## config.mk

```make
export PLATFORM = sky130hd
export DESIGN_NAME = mc_control_fsm
export DESIGN_NICKNAME = d
export VERILOG_FILES = /design/src/rtl/mc_control_fsm.sv
export SDC_FILE = /design/constraint.sdc
export NUM_CORES = 1
export LEC_CHECK = 0
export BUFFER_PORTS_ARGS = -buffer_cell sky130_fd_sc_hd__clkbuf_2
export CORE_MARGIN = 1
export CORE_UTILIZATION = 46
export DETAILED_ROUTE_END_ITERATION = 6
export PLACE_DENSITY = 0.72
export SYNTH_ARGS = -nofsm -noshare
export SYNTH_HDL_FRONTEND = slang
export SYNTH_SLANG_ARGS = --single-unit
```

## constraint.sdc

```tcl
create_clock -name clk -period 2.8 [get_ports clk]
set_input_delay 0.42 -clock clk [delete_from_list [all_inputs] [get_ports clk]]
set_output_delay 0.42 -clock clk [all_outputs]
set_load 0.005 [all_outputs]
```

## src/rtl/mc_control_fsm.sv

```systemverilog
// Multi-cycle control FSM: sequences FETCH/DECODE/EXECUTE/MEM/WB and drives datapath controls.
// Memory accesses wait on mem_ready; a watchdog aborts stalled accesses and sets a sticky mem_err.
module mc_control_fsm #(
  parameter int OPCODE_W       = 6,
  parameter int ALUOP_W        = 2,
  parameter bit ENABLE_BNE     = 1'b1,
  parameter int TIMEOUT_CYCLES = 16
) (
  input  logic                clk,
  input  logic                rst_n,
  input  logic [OPCODE_W-1:0] opcode,
  input  logic                mem_ready,
  output logic                mem_req,
  output logic                mem_we,
  output logic                iord,
  output logic                ir_write,
  output logic                pc_write,
  output logic                branch,
  output logic                branch_ne,
  output logic [1:0]          pc_src,
  output logic                alu_src_a,
  output logic [1:0]          alu_src_b,
  output logic [ALUOP_W-1:0]  alu_op,
  output logic                reg_write,
  output logic                reg_dst,
  output logic                mem_to_reg,
  output logic                illegal_op,
  output logic                mem_err,
  output logic [3:0]          state
);

  localparam int CNT_W = (TIMEOUT_CYCLES > 0) ? $clog2(TIMEOUT_CYCLES + 1) : 1;
  localparam logic [CNT_W-1:0] CNT_MAX = CNT_W'(TIMEOUT_CYCLES);

  localparam logic [OPCODE_W-1:0] OP_RTYPE = OPCODE_W'(6'b000000);
  localparam logic [OPCODE_W-1:0] OP_LW    = OPCODE_W'(6'b100011);
  localparam logic [OPCODE_W-1:0] OP_SW    = OPCODE_W'(6'b101011);
  localparam logic [OPCODE_W-1:0] OP_ADDI  = OPCODE_W'(6'b001000);
  localparam logic [OPCODE_W-1:0] OP_BEQ   = OPCODE_W'(6'b000100);
  localparam logic [OPCODE_W-1:0] OP_BNE   = OPCODE_W'(6'b000101);
  localparam logic [OPCODE_W-1:0] OP_J     = OPCODE_W'(6'b000010);

  typedef enum logic [3:0] {
    S_FETCH  = 4'd0,  S_DECODE = 4'd1,  S_MEMADR = 4'd2,  S_MEMRD  = 4'd3,
    S_MEMWB  = 4'd4,  S_MEMWR  = 4'd5,  S_EXEC   = 4'd6,  S_ALUWB  = 4'd7,
    S_BRANCH = 4'd8,  S_ADDIEX = 4'd9,  S_ADDIWB = 4'd10, S_JUMP   = 4'd11
  } state_t;

  state_t           state_q, state_d;
  logic [CNT_W-1:0] wait_cnt;
  logic             is_bne_q;
  logic             mem_err_q;
  logic             timeout;
  logic             mem_req_c, mem_we_c, ir_write_c, pc_write_c;
  logic             branch_c, branch_ne_c, reg_write_c, illegal_c;

  always_comb begin
    state_d     = state_q;
    mem_req_c   = 1'b0;
    mem_we_c    = 1'b0;
    ir_write_c  = 1'b0;
    pc_write_c  = 1'b0;
    branch_c    = 1'b0;
    branch_ne_c = 1'b0;
    reg_write_c = 1'b0;
    illegal_c   = 1'b0;
    iord        = 1'b0;
    pc_src      = 2'b00;
    alu_src_a   = 1'b0;
    alu_src_b   = 2'b00;
    alu_op      = '0;
    reg_dst     = 1'b0;
    mem_to_reg  = 1'b0;
    case (state_q)
      S_FETCH: begin
        mem_req_c  = 1'b1;
        alu_src_b  = 2'b01;
        ir_write_c = mem_ready;
        pc_write_c = mem_ready;
        if (mem_ready) state_d = S_DECODE;
      end
      S_DECODE: begin
        alu_src_b = 2'b11;
        case (opcode)
          OP_LW, OP_SW: state_d = S_MEMADR;
          OP_RTYPE:     state_d = S_EXEC;
          OP_ADDI:      state_d = S_ADDIEX;
          OP_BEQ:       state_d = S_BRANCH;
          OP_J:         state_d = S_JUMP;
          OP_BNE: begin
            if (ENABLE_BNE) state_d = S_BRANCH;
            else begin
              state_d   = S_FETCH;
              illegal_c = 1'b1;
            end
          end
          default: begin
            state_d   = S_FETCH;
            illegal_c = 1'b1;
          end
        endcase
      end
      S_MEMADR: begin
        alu_src_a = 1'b1;
        alu_src_b = 2'b10;
        state_d   = (opcode == OP_SW) ? S_MEMWR : S_MEMRD;
      end
      S_MEMRD: begin
        mem_req_c = 1'b1;
        iord      = 1'b1;
        if (mem_ready) state_d = S_MEMWB;
      end
      S_MEMWB: begin
        reg_write_c = 1'b1;
        mem_to_reg  = 1'b1;
        state_d     = S_FETCH;
      end
      S_MEMWR: begin
        mem_req_c = 1'b1;
        mem_we_c  = 1'b1;
        iord      = 1'b1;
        if (mem_ready) state_d = S_FETCH;
      end
      S_EXEC: begin
        alu_src_a = 1'b1;
        alu_op    = ALUOP_W'(2'b10);
        state_d   = S_ALUWB;
      end
      S_ALUWB: begin
        reg_write_c = 1'b1;
        reg_dst     = 1'b1;
        state_d     = S_FETCH;
      end
      S_BRANCH: begin
        alu_src_a   = 1'b1;
        alu_op      = ALUOP_W'(2'b01);
        pc_src      = 2'b01;
        branch_c    = ~is_bne_q;
        branch_ne_c = is_bne_q;
        state_d     = S_FETCH;
      end
      S_ADDIEX: begin
        alu_src_a = 1'b1;
        alu_src_b = 2'b10;
        state_d   = S_ADDIWB;
      end
      S_ADDIWB: begin
        reg_write_c = 1'b1;
        state_d     = S_FETCH;
      end
      S_JUMP: begin
        pc_write_c = 1'b1;
        pc_src     = 2'b10;
        state_d    = S_FETCH;
      end
      default: state_d = S_FETCH;
    endcase
    // Abort only when the counter already holds the limit; a same-cycle mem_ready completes normally.
    timeout = (TIMEOUT_CYCLES > 0) && mem_req_c && !mem_ready && (wait_cnt == CNT_MAX);
    if (timeout) state_d = S_FETCH;
  end

  always_ff @(posedge clk or negedge rst_n) begin
    if (!rst_n) begin
      state_q   <= S_FETCH;
      wait_cnt  <= '0;
      is_bne_q  <= 1'b0;
      mem_err_q <= 1'b0;
    end else begin
      state_q <= state_d;
      if (state_q == S_DECODE) is_bne_q <= (opcode == OP_BNE);
      if (timeout) mem_err_q <= 1'b1;
      if (state_d != state_q || mem_ready || timeout) wait_cnt <= '0;
      else if (mem_req_c && wait_cnt != CNT_MAX) wait_cnt <= wait_cnt + CNT_W'(1);
    end
  end

  // Enables are held low combinationally while reset is asserted, so an aborted access cannot glitch.
  assign mem_req    = mem_req_c   & rst_n;
  assign mem_we     = mem_we_c    & rst_n;
  assign ir_write   = ir_write_c  & rst_n;
  assign pc_write   = pc_write_c  & rst_n;
  assign branch     = branch_c    & rst_n;
  assign branch_ne  = branch_ne_c & rst_n;
  assign reg_write  = reg_write_c & rst_n;
  assign illegal_op = illegal_c   & rst_n;
  assign mem_err    = mem_err_q;
  assign state      = state_q;

endmodule

```

### After elaboration in Yosys (flattened, before gate mapping)

Index checks and enable logic that the tools add are counted.

* mux-type cells: 25
* add/subtract/negate cells: 1
* reduce and logical (&&, ||, !) cells: 17
* eq/ne operators: 20
* bitwise logic cells: 9

Operators with widths (count)
* $pmux 4 s7: 1
* $pmux 4 s5: 1
* $eq 4x3->1 const B: 4
* $eq 4x4->1 const B: 4
* $mux 4: 4
* $eq 6x3->1 const B: 2
* $eq 6x6->1 const B: 2
* $mux 1: 12
* $mux 5: 2
* $and 1x1->1: 8
* $eq 4x2->1 const B: 2
* $pmux 2 s2: 2
* $reduce_or 2->1: 4
* $reduce_or 7->1: 1
* $eq 6x2->1 const B: 1
* $eq 6x4->1 const B: 1
* $logic_not 6->1: 1
* $pmux 2 s3: 1
* $reduce_or 3->1: 2
* $add 5x1->5 const B: 1
* $eq 5x5->1 const B: 1
* $ne 5x5->1 const B: 1
* $eq 4x1->1 const B: 1
* $logic_not 4->1: 1
* 9 further kinds: 12

* bits of input ports: 9
* flip-flop bits (word level): 11

### Logic depth before layout (Yosys ltp)

Gate-level depths: netlist of run 1.

* word-level depth: 10
* depth in mapped cells: 8

### Least setup slack after synthesis of run 1

Ideal clock, no wire load.

* path type: input-to-reg
* from: input mem_ready
* to: register wait_cnt[0]
* stages on the path: 7
* setup time: 0.140 ns
* arrival time: 1.681 ns
* buffers on the path: 1
* slack: 0.979 ns
* cells stage by stage: buf_2 > nor3b_2 > a221oi_1 > o311ai_0 > mux2i_1 > a31oi_2 > nor3_1

* word-level cells in the longest chain between the ends: 8
* elaborated cells between the ends (all ways): 13
* those cells by class: eq/ne: 1; mux: 6; reduce/logical: 6

Ends and longest elaborated chain
* from (decl): RTL line 12 `input logic mem_ready,`
* branches (longest 6 deep; another with $pmux 4 s7)
* $logic_or 1x1->1 *: RTL line 173 `if (state_d != state_q || mem_ready || timeout) wait_cnt <= '0;`
* $mux 5 / $reduce_bool 2->1 (equally long branches)
* to (signal assigned): RTL line 174 `else if (mem_req_c && wait_cnt != CNT_MAX) wait_cnt <= wait_cnt + CNT_W'(1);`
* to (decl): RTL line 50 `logic [CNT_W-1:0] wait_cnt;`

Mark *: on every way between the ends.
A chain may end at the register's enable or synchronous reset.

### Final worst setup path of run 1

* from: register state_q[0], in the netlist state[0]
* to: output illegal_op

* word-level cells in the longest chain between the ends: 3

Ends and longest elaborated chain
* from (decl): RTL line 49 `state_t state_q, state_d;`
* from (signal assigned): RTL line 170 `state_q <= state_d;`
* $eq 4x1->1: RTL line 74 `case (state_q)`
* $mux 1: RTL line 74
* $and 1x1->1: RTL line 186 `assign illegal_op = illegal_c & rst_n;`
* to (decl): RTL line 27 `output logic illegal_op,`

Every way passes these cells.

==> results of run 1 <==
-- power groups by stage --
stage                     Clock, W  Combinational [W]  Sequential [W]
after floorplan                  0           0.000204        0.000181
after global placement           0           0.000244        0.000203
after detailed placement         0           0.000245        0.000203
after CTS                 0.000111           0.000247        0.000200
after global routing      0.000116           0.000280        0.000203
final                     0.000104           0.000249        0.000201
-- stage by stage --
| stage | power (W) | instances |
|---|---|---|
| global placement | 0.0004470 | 189 |
| global route | 0.0005990 | 193 |
| floorplan | 0.0003853 | 138 |
| detailed placement | 0.0004483 | 189 |
| CTS | 0.0005581 | 193 |
| finish | 0.0005540 | 193 |
-- worst reg2reg max path, delay by kind of cell, from the launching register on --
| family | cells | cell delay, ns |
|---|---|---|
| simple gates | 2 | 0.30 |
| mux | 1 | 0.15 |
| compound gates | 3 | 0.80 |
| flops | 1 | 0.82 |
-- state kept, by name (all words and copies together) (netlist names) --
| name | count |
|---|---|
| is_bne_q | 1 |
| mem_err | 1 |
| state | 4 |
| wait_cnt | 5 |
-- final cells by class --
cell class | instances | area [um2]
Multi-Input combinational cell | 110 | 710.7
Sequential cell | 11 | 275.3
Inverter | 7 | 26.28
Clock buffer | 4 | 26.28
Tap cell | 28 | 35.03
Timing Repair Buffer | 33 | 170.2
Fill cell | 216 | 968.4
-- metal layers --
layer / vias up / routed length (um) / part of all wire [%] / GRT usage (%)
met5: - / 0 / 0 / 0
met4: 0 / 21 / 0.80 / 7.407
met3: 2 / 164 / 6.3 / 4.848
met2: 46 / 1270 / 49 / 36.00
met1: 561 / 1153 / 44 / 31.03
li1: 554 / - / - / -
-- layout by cell type, fill, tap and decap left out, types with 2 or more instances in the layout --
cell type / instances
sky130_fd_sc_hd__nor3b_2: 2
sky130_fd_sc_hd__nor2b_1: 2
sky130_fd_sc_hd__clkbuf_2: 31
sky130_fd_sc_hd__nor3_1: 12
sky130_fd_sc_hd__ha_1: 2
sky130_fd_sc_hd__and3_1: 2
sky130_fd_sc_hd__a211oi_1: 3
sky130_fd_sc_hd__nor4_1: 3
sky130_fd_sc_hd__buf_4: 2
sky130_fd_sc_hd__a31oi_1: 2
sky130_fd_sc_hd__nand2_1: 8
sky130_fd_sc_hd__and2_1: 2
sky130_fd_sc_hd__o21a_1: 2
sky130_fd_sc_hd__o21ai_0: 7
sky130_fd_sc_hd__nor3_2: 2
sky130_fd_sc_hd__xor2_1: 2
sky130_fd_sc_hd__dfrtp_1: 11
sky130_fd_sc_hd__xnor2_1: 4
sky130_fd_sc_hd__a21o_1: 2
sky130_fd_sc_hd__inv_1: 5
sky130_fd_sc_hd__or3_1: 3
sky130_fd_sc_hd__a21oi_1: 4
sky130_fd_sc_hd__inv_2: 2
sky130_fd_sc_hd__nor2_1: 19
sky130_fd_sc_hd__nand3_1: 5
sky130_fd_sc_hd__clkbuf_4: 3
sky130_fd_sc_hd__nand2b_1: 4
-- worst max-delay path by stage --
stage	start	endpoint	depth (start not counted)
finish	state[0]$_DFF_PN0_	illegal_op	5
global route	state[0]$_DFF_PN0_	illegal_op	5
CTS	state[0]$_DFF_PN0_	illegal_op	5
detailed placement	state[2]$_DFF_PN0_	wait_cnt[4]$_DFFE_PN0P_	6
global placement	state[1]$_DFF_PN0_	wait_cnt[0]$_DFFE_PN0P_	6
floorplan	mem_ready	wait_cnt[0]$_DFFE_PN0P_	7
-- cells by family (layout without fill, tap and decap cells) --
kind of cell    count (synthesis)  count (layout)  synth area share [%]
mux                             1               1                0.9270
simple gates                   71              71                 37.08
xor+xnor                        6               6                 4.867
flops                          11              11                 25.49
compound gates                 30              30                 20.62
buf+inv                        17              44                 8.691
fa+ha+maj                       2               2                 2.317
==> results.sh, run 1 <==
export IMPL_status="complete, no violations"
export IMPL_layout_nets=177
export IMPL_ant_nets=0
export IMPL_cts_sinks=11
export IMPL_critical_path_endpoint_type="output port"
export IMPL_initial_core_util_pct=48.81
export IMPL_netSwitchingFraction_pct=40.87
export IMPL_drt_initial_drc_count=62
export IMPL_clockPowerShare_pct=18.8
export IMPL_final_routed_wirelength_mm=2.609
export IMPL_fin_worst_skew_ns=0.003048
export IMPL_ctsHtreeMaxLevel=1
export IMPL_global_route_usage_total_pct=22.89
export IMPL_area_delta_synth_final_pct=15.18
export IMPL_die_h_um=50.45
export IMPL_synth_avg_cell_area_um2=7.825
export IMPL_critical_path_top_delay_family="simple AND/OR/NAND/NOR gates"
export IMPL_number_of_global_route_vias_before_repair=981
export IMPL_dieWidth_um=50.45
export IMPL_critical_path_class="flop to output port"
export IMPL_report_final_setup_viol=0
export IMPL_diodes=0
export IMPL_r2r_start="state[2]$_DFF_PN0_"
export IMPL_synth_ff_latch_count=11
export IMPL_antenna_found_initial=0
export IMPL_grt_pass1_wl_mm=4.436
export IMPL_internal_power_w=0.0003276
export IMPL_crit_required_ns=2.38
export IMPL_yosys_warnings=0
export IMPL_ctsResizeCount=0
export IMPL_asyncSetResetFlopFracSynth_pct=100.0
export IMPL_netlist_top_cell_by_area="sky130_fd_sc_hd__dfrtp_1"
export IMPL_synth_area_leaders="sky130_fd_sc_hd__dfrtp_1 (25%), sky130_fd_sc_hd__nor2_1 (6.6%), sky130_fd_sc_hd__nor3_1 (5.6%)"
export IMPL_fp_row_count=17
export IMPL_postCtsSetupBuffers=0
export IMPL_pwr_share_seq_pct=36.4
export IMPL_rsz0062_at_grt="false"
export IMPL_crit_fanout=12
export IMPL_clk_insertion_delay_late_ns=0.27
export IMPL_routed_via_count=1163
export IMPL_synth_enable_flop_cells=0
export IMPL_mappedNetlistArea_mm2=0.001080
export IMPL_finalCritPeriodShare_pct=84.07
export IMPL_power_leakage_nw=0.5568
export IMPL_cp_slowest_stage_delay_ns=0.57
export IMPL_die_area_mm2=0.002545
export IMPL_netlist_instances=138
export IMPL_timing_reg2reg_worst_path_depth=6
export IMPL_post_place_ws_ns=0.6353
export IMPL_via_per_inst=6.026
export IMPL_period_minus_slack_ns=2.354
export IMPL_cts_root_buffer_cell="sky130_fd_sc_hd__clkbuf_4"
export IMPL_ys_types=46
export IMPL_cp_data_arrival_time_ns=1.93
export IMPL_synth_flop_cell="sky130_fd_sc_hd__dfrtp_1"
export IMPL_pin_count=32
export IMPL_timing_hold_violations_final=0
export IMPL_yosysSeqAreaShare_pct=25.49
export IMPL_finalHoldWorstSlack_ns=0.06507
export IMPL_setup_worst_path_start_class="flop"
export IMPL_tightestPinTransition_ns=0.7402
export IMPL_floorplan_core_area_mm2=0.002212
export IMPL_cts_inserted_buffers=3
export IMPL_drc=0
export IMPL_ir_drop_mv=0.4119
export IMPL_final_max_slew_violation_count=0
export IMPL_final_core_util_pct=56.22
export IMPL_final_layout_size_suffix_gt1_share_pct=28.48
export IMPL_first_pass_iters=5
export IMPL_maximum_number_of_pins_on_one_net_before_global_route_repair=24
export IMPL_synth_top_cell_area_share_pct=25.49
export IMPL_clock_tree_from_tritoncts="yes"
export IMPL_powerDensity_mw_per_mm2=445.5
export IMPL_power_share_combinational_pct=44.9
export IMPL_global_route_overflow_total=0
export IMPL_portBuffers=31
export IMPL_avgRoutedWirePerCell_um=13.52
export IMPL_worst_r2r_setup_slack_ns=0.59
export IMPL_slowest_stage="sky130_fd_sc_hd__dfrtp_1"
export IMPL_design_area_mm2=0.001244
export IMPL_synth_commonest_cells="sky130_fd_sc_hd__nor2_1 (19), sky130_fd_sc_hd__nor3_1 (12), sky130_fd_sc_hd__dfrtp_1 (11)"
export IMPL_timing_setup_tns_ns=0
export IMPL_worst_setup_slack_final_ns=0.4459
export IMPL_yosysMostFrequentCell="sky130_fd_sc_hd__nor2_1"
export IMPL_finalWeightedCongestion=0.8782
export IMPL_postPlaceCellArea_mm2=0.001217
export IMPL_critical_path_buffer_and_inverter_count=1
export IMPL_cts_max_path_buffers=2
export IMPL_timing_fmax_mhz=424.8
export IMPL_worst_path_cell_chain="nand2b_1 > nor3_2 > nand3_1 > a211oi_1 > clkbuf_2"
export IMPL_cap_viol_max_count=0
export IMPL_total_switching_power_w=0.0002265
export IMPL_worst_hold_path_type="input pin to async pin"
export IMPL_dp_hpwl_mm=1.918
export IMPL_worst_slew_margin_rel_pct=50.65
export IMPL_postCtsHoldBufs=0
export IMPL_cts_reportedPaths_clkPinSlew_ns=0.06
export IMPL_r2r_end="wait_cnt[2]$_DFFE_PN0P_"
export IMPL_mappedNetlistNets=149
No activity file was read; power rests on OpenSTA's default activity.
==> run 2, diff against run 1 <==
==> constraint.sdc (replaced) <==
create_clock -name clk -period 2.2 [get_ports clk]
set_input_delay 0.33 -clock clk [delete_from_list [all_inputs] [get_ports clk]]
set_output_delay 0.33 -clock clk [all_outputs]
set_load 0.005 [all_outputs]
==> run 2 against run 1 <==
  * Via count grew 1.5%
  * Clock skew grew 0.0033 ns
  * Sequential power grew 17%
  * Largest power group unchanged
  * Cell count grew 8.3%
  * Combinational power grew 57%
  * First-iteration DRC count shrank 66%
  * Flip-flop and latch count is the same
  * Clock power grew 32%
  * Routed wire length grew 9.7%
  * Register-to-register slack lost 0.41 ns
==> results.sh, run 2 (synthesis results as in run 1) <==
export IMPL_most_common_cell_after_layout_fill_and_taps_aside="sky130_fd_sc_hd__clkbuf_2"
export IMPL_dieWidth_um=50.45
export IMPL_total_switching_power_w=0.0003054
export IMPL_pin_count=32
export IMPL_finalNonFillerCells=209
export IMPL_clock_tree_from_tritoncts="yes"
export IMPL_global_route_usage_total_pct=24.54
export IMPL_cts_max_path_buffers=2
export IMPL_grt_pass1_wl_mm=4.802
export IMPL_min_delay_worst_endpoint="is_bne_q$_DFFE_PN0P_"
export IMPL_area_delta_synth_final_pct=29.43
export IMPL_worst_path_cell_chain="buf_4 > buf_4 > xnor2_1 > nor2_1 > o21a_1 > and2_1 > clkbuf_2"
export IMPL_final_routed_wirelength_mm=2.863
export IMPL_design_area_mm2=0.001398
export IMPL_clockPowerShare_pct=17.9
export IMPL_via_per_inst=5.651
export IMPL_clk_insertion_delay_late_ns=0.27
export IMPL_ff_latch_area_um2=276.5
export IMPL_timing_setup_tns_ns=0
export IMPL_antenna_found_initial=0
export IMPL_totalPowerFinal_w=0.0007641
export IMPL_timing_reg2reg_worst_path_depth=8
export IMPL_global_route_overflow_total=0
export IMPL_internal_power_w=0.0004586
export IMPL_crit_fanout=12
export IMPL_fin_worst_skew_ns=0.006391
export IMPL_ir_drop_mv=0.3290
export IMPL_power_leakage_nw=0.6435
export IMPL_worst_hold_path_type="input pin to flop"
export IMPL_rsz0062_at_grt="false"
export IMPL_worst_r2r_setup_slack_ns=0.18
export IMPL_cap_viol_max_count=0
export IMPL_status="complete, no violations"
export IMPL_cp_slowest_stage_delay_ns=0.44
export IMPL_cts_sinks=11
export IMPL_place_detailed_instances=199
export IMPL_drt_initial_drc_count=21
export IMPL_portBuffers=31
export IMPL_nFillCells=200
export IMPL_cts_root_buffer_cell="sky130_fd_sc_hd__clkbuf_4"
export IMPL_r2r_start="wait_cnt[0]$_DFFE_PN0P_"
export IMPL_final_layout_size_suffix_gt1_share_pct=35.91
export IMPL_dp_hpwl_mm=2.101
export IMPL_finalWeightedCongestion=0.8465
export IMPL_report_final_setup_viol=0
export IMPL_slowest_stage="sky130_fd_sc_hd__dfrtp_2"
export IMPL_drc=0
export IMPL_floorplan_core_area_mm2=0.002212
export IMPL_netSwitchingFraction_pct=39.97
export IMPL_critical_path_endpoint_type="output port"
export IMPL_cts_inserted_buffers=3
export IMPL_postPlaceCellArea_mm2=0.001305
export IMPL_most_frequent_cell_on_the_critical_path="sky130_fd_sc_hd__buf_4"
export IMPL_critical_path_class="flop to output port"
export IMPL_fp_row_count=17
export IMPL_tightestPinTransition_ns=0.4004
export IMPL_crit_required_ns=1.87
export IMPL_final_max_slew_violation_count=0
export IMPL_registers_top_by_ff_count="wait_cnt"
export IMPL_ctsHtreeMaxLevel=1
export IMPL_avgRoutedWirePerCell_um=13.70
export IMPL_die_h_um=50.45
export IMPL_ant_nets=0
export IMPL_setup_worst_path_start_class="flop"
export IMPL_die_area_mm2=0.002545
export IMPL_maximum_number_of_pins_on_one_net_before_global_route_repair=21
export IMPL_pwr_share_seq_pct=30.8
export IMPL_first_pass_iters=4
export IMPL_area_used_by_multi_input_combinational_logic_um2=728.2
export IMPL_finalCritPeriodShare_pct=96.05
export IMPL_cp_data_arrival_time_ns=1.78
export IMPL_cts_reportedPaths_clkPinSlew_ns=0.07
export IMPL_holdCritStartpoint="opcode[0]"
export IMPL_layout_nets=193
export IMPL_hold_depth=3
export IMPL_layout_cells_most_common_list="sky130_fd_sc_hd__clkbuf_2 (31), sky130_fd_sc_hd__nor2_1 (19), sky130_fd_sc_hd__buf_4 (16), sky130_fd_sc_hd__nor3_1 (11), sky130_fd_sc_hd__dfrtp_1 (10)"
export IMPL_r2r_end="wait_cnt[3]$_DFFE_PN0P_"
export IMPL_timing_fmax_mhz=473.3
export IMPL_worst_slew_margin_rel_pct=73.30
export IMPL_largest_reg_flops=5
export IMPL_routed_via_count=1181
export IMPL_diodes=0
export IMPL_timing_hold_violations_final=0
export IMPL_powerDensity_mw_per_mm2=546.7
export IMPL_number_of_global_route_vias_before_repair=1038
export IMPL_power_share_combinational_pct=51.3
export IMPL_period_minus_slack_ns=2.113
export IMPL_initial_core_util_pct=48.81
==> run 2: worst max path at each step <==
| stage | start | to |
|---|---|---|
| after floorplan | wait_cnt[0]$_DFFE_PN0P_ | wait_cnt[0]$_DFFE_PN0P_ |
| after global placement | wait_cnt[0]$_DFFE_PN0P_ | wait_cnt[4]$_DFFE_PN0P_ |
| after detailed placement | wait_cnt[0]$_DFFE_PN0P_ | wait_cnt[3]$_DFFE_PN0P_ |
| after CTS | state[2]$_DFF_PN0_ | mem_req |
| after global routing | state[0]$_DFF_PN0_ | illegal_op |
| final | state[2]$_DFF_PN0_ | mem_req |
==> run 2: worst max-delay path: cells and delay by family, from the launching register on <==
kind,cells,cell delay (ns)
AOI/OAI and AO/OA,1,0.22
DFF,1,0.44
xor gates and xnor gates,1,0.19
buffers and inverters,3,0.45
and+or+nand+nor,2,0.22
==> run 2: cell type report <==
type / count / area share, %
Sequential cell: 11 / 19.79
Tap cell: 28 / 2.507
Clock buffer: 4 / 1.880
Inverter: 7 / 1.880
Multi-Input combinational cell: 110 / 52.10
Timing Repair Buffer: 49 / 21.84
==> run 2: stage by stage <==
stage	hold slack, ns	setup slack (ns)	util, %
finish	0.3413	0.08698	63.18
global route	0.3727	0.00003619	63.18
CTS	0.3334	0.02683	60.69
detailed placement	0.2631	0.1663	58.99
global placement	0.2672	0.2201	58.99
floorplan	0.03441	0.4132	-
==> run 2: power by group through the flow <==
stage,registers (W),logic (W),clock network (W)
2_1_floorplan,0.000231,0.000260,0
3_3_place_gp,0.000239,0.000362,0
3_5_place_dp,0.000240,0.000368,0
4_1_cts,0.000237,0.000372,0.000144
5_1_grt,0.000237,0.000435,0.000156
6_report,0.000235,0.000392,0.000137
==> run 2: routing by layer <==
metal  part of all wire, %  global-route usage [%]  vias up  wire length [um]
li1                      -                       -      582                 -
met1                    45                   31.96      570              1288
met2                    51                   41.56       29              1466
met3                   3.8                   4.242        0               108
met4                     0                   6.481        0                 0
met5                     0                       0        -                 0
==> run 2: timing repair <==
item	in CTS	in global routing
cloned	0	0
setup buffers	0	5
resized for setup	1	3
hold endpoints to repair	11	0
setup endpoints to repair	1	8
hold buffers	1	0
==> run 3, diff against run 2 <==
--- a/config.mk
+++ b/config.mk
@@ -6,6 +6,7 @@
 export NUM_CORES = 1
 export LEC_CHECK = 0
 export BUFFER_PORTS_ARGS = -buffer_cell sky130_fd_sc_hd__clkbuf_2
+export CORE_ASPECT_RATIO = 1.1
 export CORE_MARGIN = 1
 export CORE_UTILIZATION = 46
 export DETAILED_ROUTE_END_ITERATION = 6
==> run 3 against run 2 <==
  * Flip-flop and latch count unchanged
  * Critical path depth unchanged
  * Setup slack gained 0.078 ns
  * Non-clock buffer count is 6 lower
  * Core utilization shrank 3.0 points
  * Global-route usage fell by 2.0 points
  * Clock-buffer cell count did not move
==> results.sh, run 3 (synthesis results as in run 1) <==
export IMPL_finalWeightedCongestion=0.8959
export IMPL_layout_nets=187
export IMPL_global_route_usage_total_pct=22.53
export IMPL_power_share_combinational_pct=49.5
export IMPL_design_area_mm2=0.001343
export IMPL_dp_hpwl_mm=2.086
export IMPL_final_max_slew_violation_count=0
export IMPL_routed_via_count=1129
export IMPL_postPlaceCellArea_mm2=0.001300
export IMPL_die_h_um=52.82
export IMPL_drt_initial_drc_count=30
export IMPL_status="complete, no violations"
export IMPL_period_minus_slack_ns=2.035
export IMPL_fp_row_count=18
export IMPL_drc=0
export IMPL_r2r_end="wait_cnt[4]$_DFFE_PN0P_"
export IMPL_r2r_start="state[0]$_DFF_PN0_"
export IMPL_min_delay_worst_endpoint="is_bne_q$_DFFE_PN0P_"
export IMPL_via_per_inst=5.507
export IMPL_cp_slowest_stage_delay_ns=0.48
export IMPL_first_pass_iters=4
export IMPL_timing_hold_violations_final=0
export IMPL_crit_fanout=17
export IMPL_finalNonFillerCells=205
export IMPL_cts_max_path_buffers=2
export IMPL_largest_reg_flops=5
export IMPL_cp_data_arrival_time_ns=1.71
export IMPL_worst_slew_margin_rel_pct=72.72
export IMPL_worst_path_cell_chain="buf_12 > inv_2 > nand2_1 > nor3_2 > nand2_1 > nor2_1 > clkbuf_2"
export IMPL_setup_worst_path_start_class="flop"
export IMPL_critical_path_endpoint_type="output port"
export IMPL_portBuffers=31
export IMPL_pwr_share_seq_pct=31.5
export IMPL_worst_hold_path_type="input pin to flop"
export IMPL_avgRoutedWirePerCell_um=13.08
export IMPL_global_route_overflow_total=0
export IMPL_die_area_mm2=0.002545
export IMPL_timing_setup_tns_ns=0
export IMPL_fin_worst_skew_ns=0.006241
export IMPL_most_frequent_cell_on_the_critical_path="sky130_fd_sc_hd__nand2_1"
export IMPL_cts_sinks=11
export IMPL_ir_drop_mv=0.3579
export IMPL_number_of_global_route_vias_before_repair=946
export IMPL_cts_inserted_buffers=3
export IMPL_rsz0062_at_grt="false"
export IMPL_critical_path_class="flop to output port"
export IMPL_layout_cells_most_common_list="sky130_fd_sc_hd__clkbuf_2 (31), sky130_fd_sc_hd__nor2_1 (19), sky130_fd_sc_hd__nor3_1 (11), sky130_fd_sc_hd__dfrtp_1 (10), sky130_fd_sc_hd__buf_4 (10)"
export IMPL_area_delta_synth_final_pct=24.33
export IMPL_most_common_cell_after_layout_fill_and_taps_aside="sky130_fd_sc_hd__clkbuf_2"
export IMPL_finalCritPeriodShare_pct=92.51
export IMPL_timing_reg2reg_worst_path_depth=6
export IMPL_clk_insertion_delay_late_ns=0.28
export IMPL_registers_top_by_ff_count="wait_cnt"
export IMPL_internal_power_w=0.0004507
export IMPL_post_place_ws_ns=0.1762
export IMPL_grt_pass1_wl_mm=4.015
export IMPL_hold_depth=3
export IMPL_dieWidth_um=48.20
export IMPL_holdCritStartpoint="opcode[0]"
export IMPL_place_detailed_instances=200
export IMPL_report_final_setup_viol=0
export IMPL_netSwitchingFraction_pct=40.11
export IMPL_tightestPinTransition_ns=0.4091
export IMPL_ctsHtreeMaxLevel=1
export IMPL_floorplan_core_area_mm2=0.002230
export IMPL_antenna_found_initial=0
export IMPL_clockPowerShare_pct=19.1
export IMPL_diodes=0
export IMPL_cap_viol_max_count=0
export IMPL_total_switching_power_w=0.0003018
export IMPL_maximum_number_of_pins_on_one_net_before_global_route_repair=21
export IMPL_ant_nets=0
export IMPL_timing_fmax_mhz=491.4
export IMPL_power_leakage_nw=0.6105
export IMPL_pin_count=32
export IMPL_final_layout_size_suffix_gt1_share_pct=33.14
export IMPL_slowest_stage="sky130_fd_sc_hd__dfrtp_2"
export IMPL_final_routed_wirelength_mm=2.682
export IMPL_crit_required_ns=1.87
export IMPL_worst_r2r_setup_slack_ns=0.24
export IMPL_powerDensity_mw_per_mm2=560.5
export IMPL_initial_core_util_pct=48.43
export IMPL_cts_reportedPaths_clkPinSlew_ns=0.08
export IMPL_clock_tree_from_tritoncts="yes"
export IMPL_worst_setup_slack_final_ns=0.1649
export IMPL_cts_root_buffer_cell="sky130_fd_sc_hd__clkbuf_4"
==> run 3: cell types whose count changed in the layout (fill, tap and decap cells not counted) <==
cell	delta
sky130_fd_sc_hd__a221oi_2	-1
sky130_fd_sc_hd__o311ai_1	+1
sky130_fd_sc_hd__nor3_2	+1
sky130_fd_sc_hd__buf_4	-6
sky130_fd_sc_hd__o311ai_0	-1
sky130_fd_sc_hd__a221oi_1	+1
sky130_fd_sc_hd__nor3_4	-1
==> run 3: how the worst max path moves through the flow <==
stage,from,endpoint,depth (start not counted)
2_1_floorplan,wait_cnt[0]$_DFFE_PN0P_,wait_cnt[0]$_DFFE_PN0P_,8
3_3_place_gp,opcode[2],wait_cnt[1]$_DFFE_PN0P_,8
3_5_place_dp,wait_cnt[0]$_DFFE_PN0P_,wait_cnt[2]$_DFFE_PN0P_,8
4_1_cts,state[2]$_DFF_PN0_,branch,7
5_1_grt,state[0]$_DFF_PN0_,illegal_op,5
6_report,state[2]$_DFF_PN0_,branch,7
==> run 3: power by group through the flow <==
stage / clock network [W] / registers (W) / logic [W]
after detailed placement: 0 / 0.000241 / 0.000367
after floorplan: 0 / 0.000231 / 0.000260
after CTS: 0.000148 / 0.000237 / 0.000370
after global placement: 0 / 0.000238 / 0.000363
final: 0.000143 / 0.000237 / 0.000372
after global routing: 0.000152 / 0.000240 / 0.000417
==> run 3: routing by layer <==
metal  vias up  part of all wire [%]  track usage, %
met1       518                    45           27.41
li1        576                     -               -
met5         -                     0               0
met2        29                    50           38.44
met3         6                   3.6           2.069
met4         0                   1.9           9.722
==> run 3: timing repair <==
item                                    CTS  global route
gates resized for setup                   0             3
endpoints found under the hold margin    11             0
hold buffers                              1             0
endpoints found under the setup margin    0             6
setup buffers                             0             0
==> run 3: through the flow <==
step	utilization, %	hold slack [ns]	power [W]
floorplan	-	0.03441	0.0004904
CTS	59.93	0.3445	0.0007554
finish	60.21	0.3516	0.0007525
detailed placement	58.31	0.2690	0.0006082
global placement	58.31	0.2635	0.0006006
global route	60.21	0.3504	0.0008090
==> run 3: critical path, delay by kind of cell (launching register included) <==
| kind | cells | cell delay [ns] |
|---|---|---|
| flip-flops | 1 | 0.48 |
| buffers and inverters | 3 | 0.38 |
| AND/OR/NAND/NOR | 4 | 0.57 |
==> run 3: final cells by class <==
cell class | count | area, um2
clock buffer | 4 | 26.28
fill | 217 | 887.1
inverter | 7 | 26.28
multi-input combinational | 110 | 715.7
sequential | 11 | 276.5
tap | 30 | 37.54
timing repair buffer | 43 | 260.3
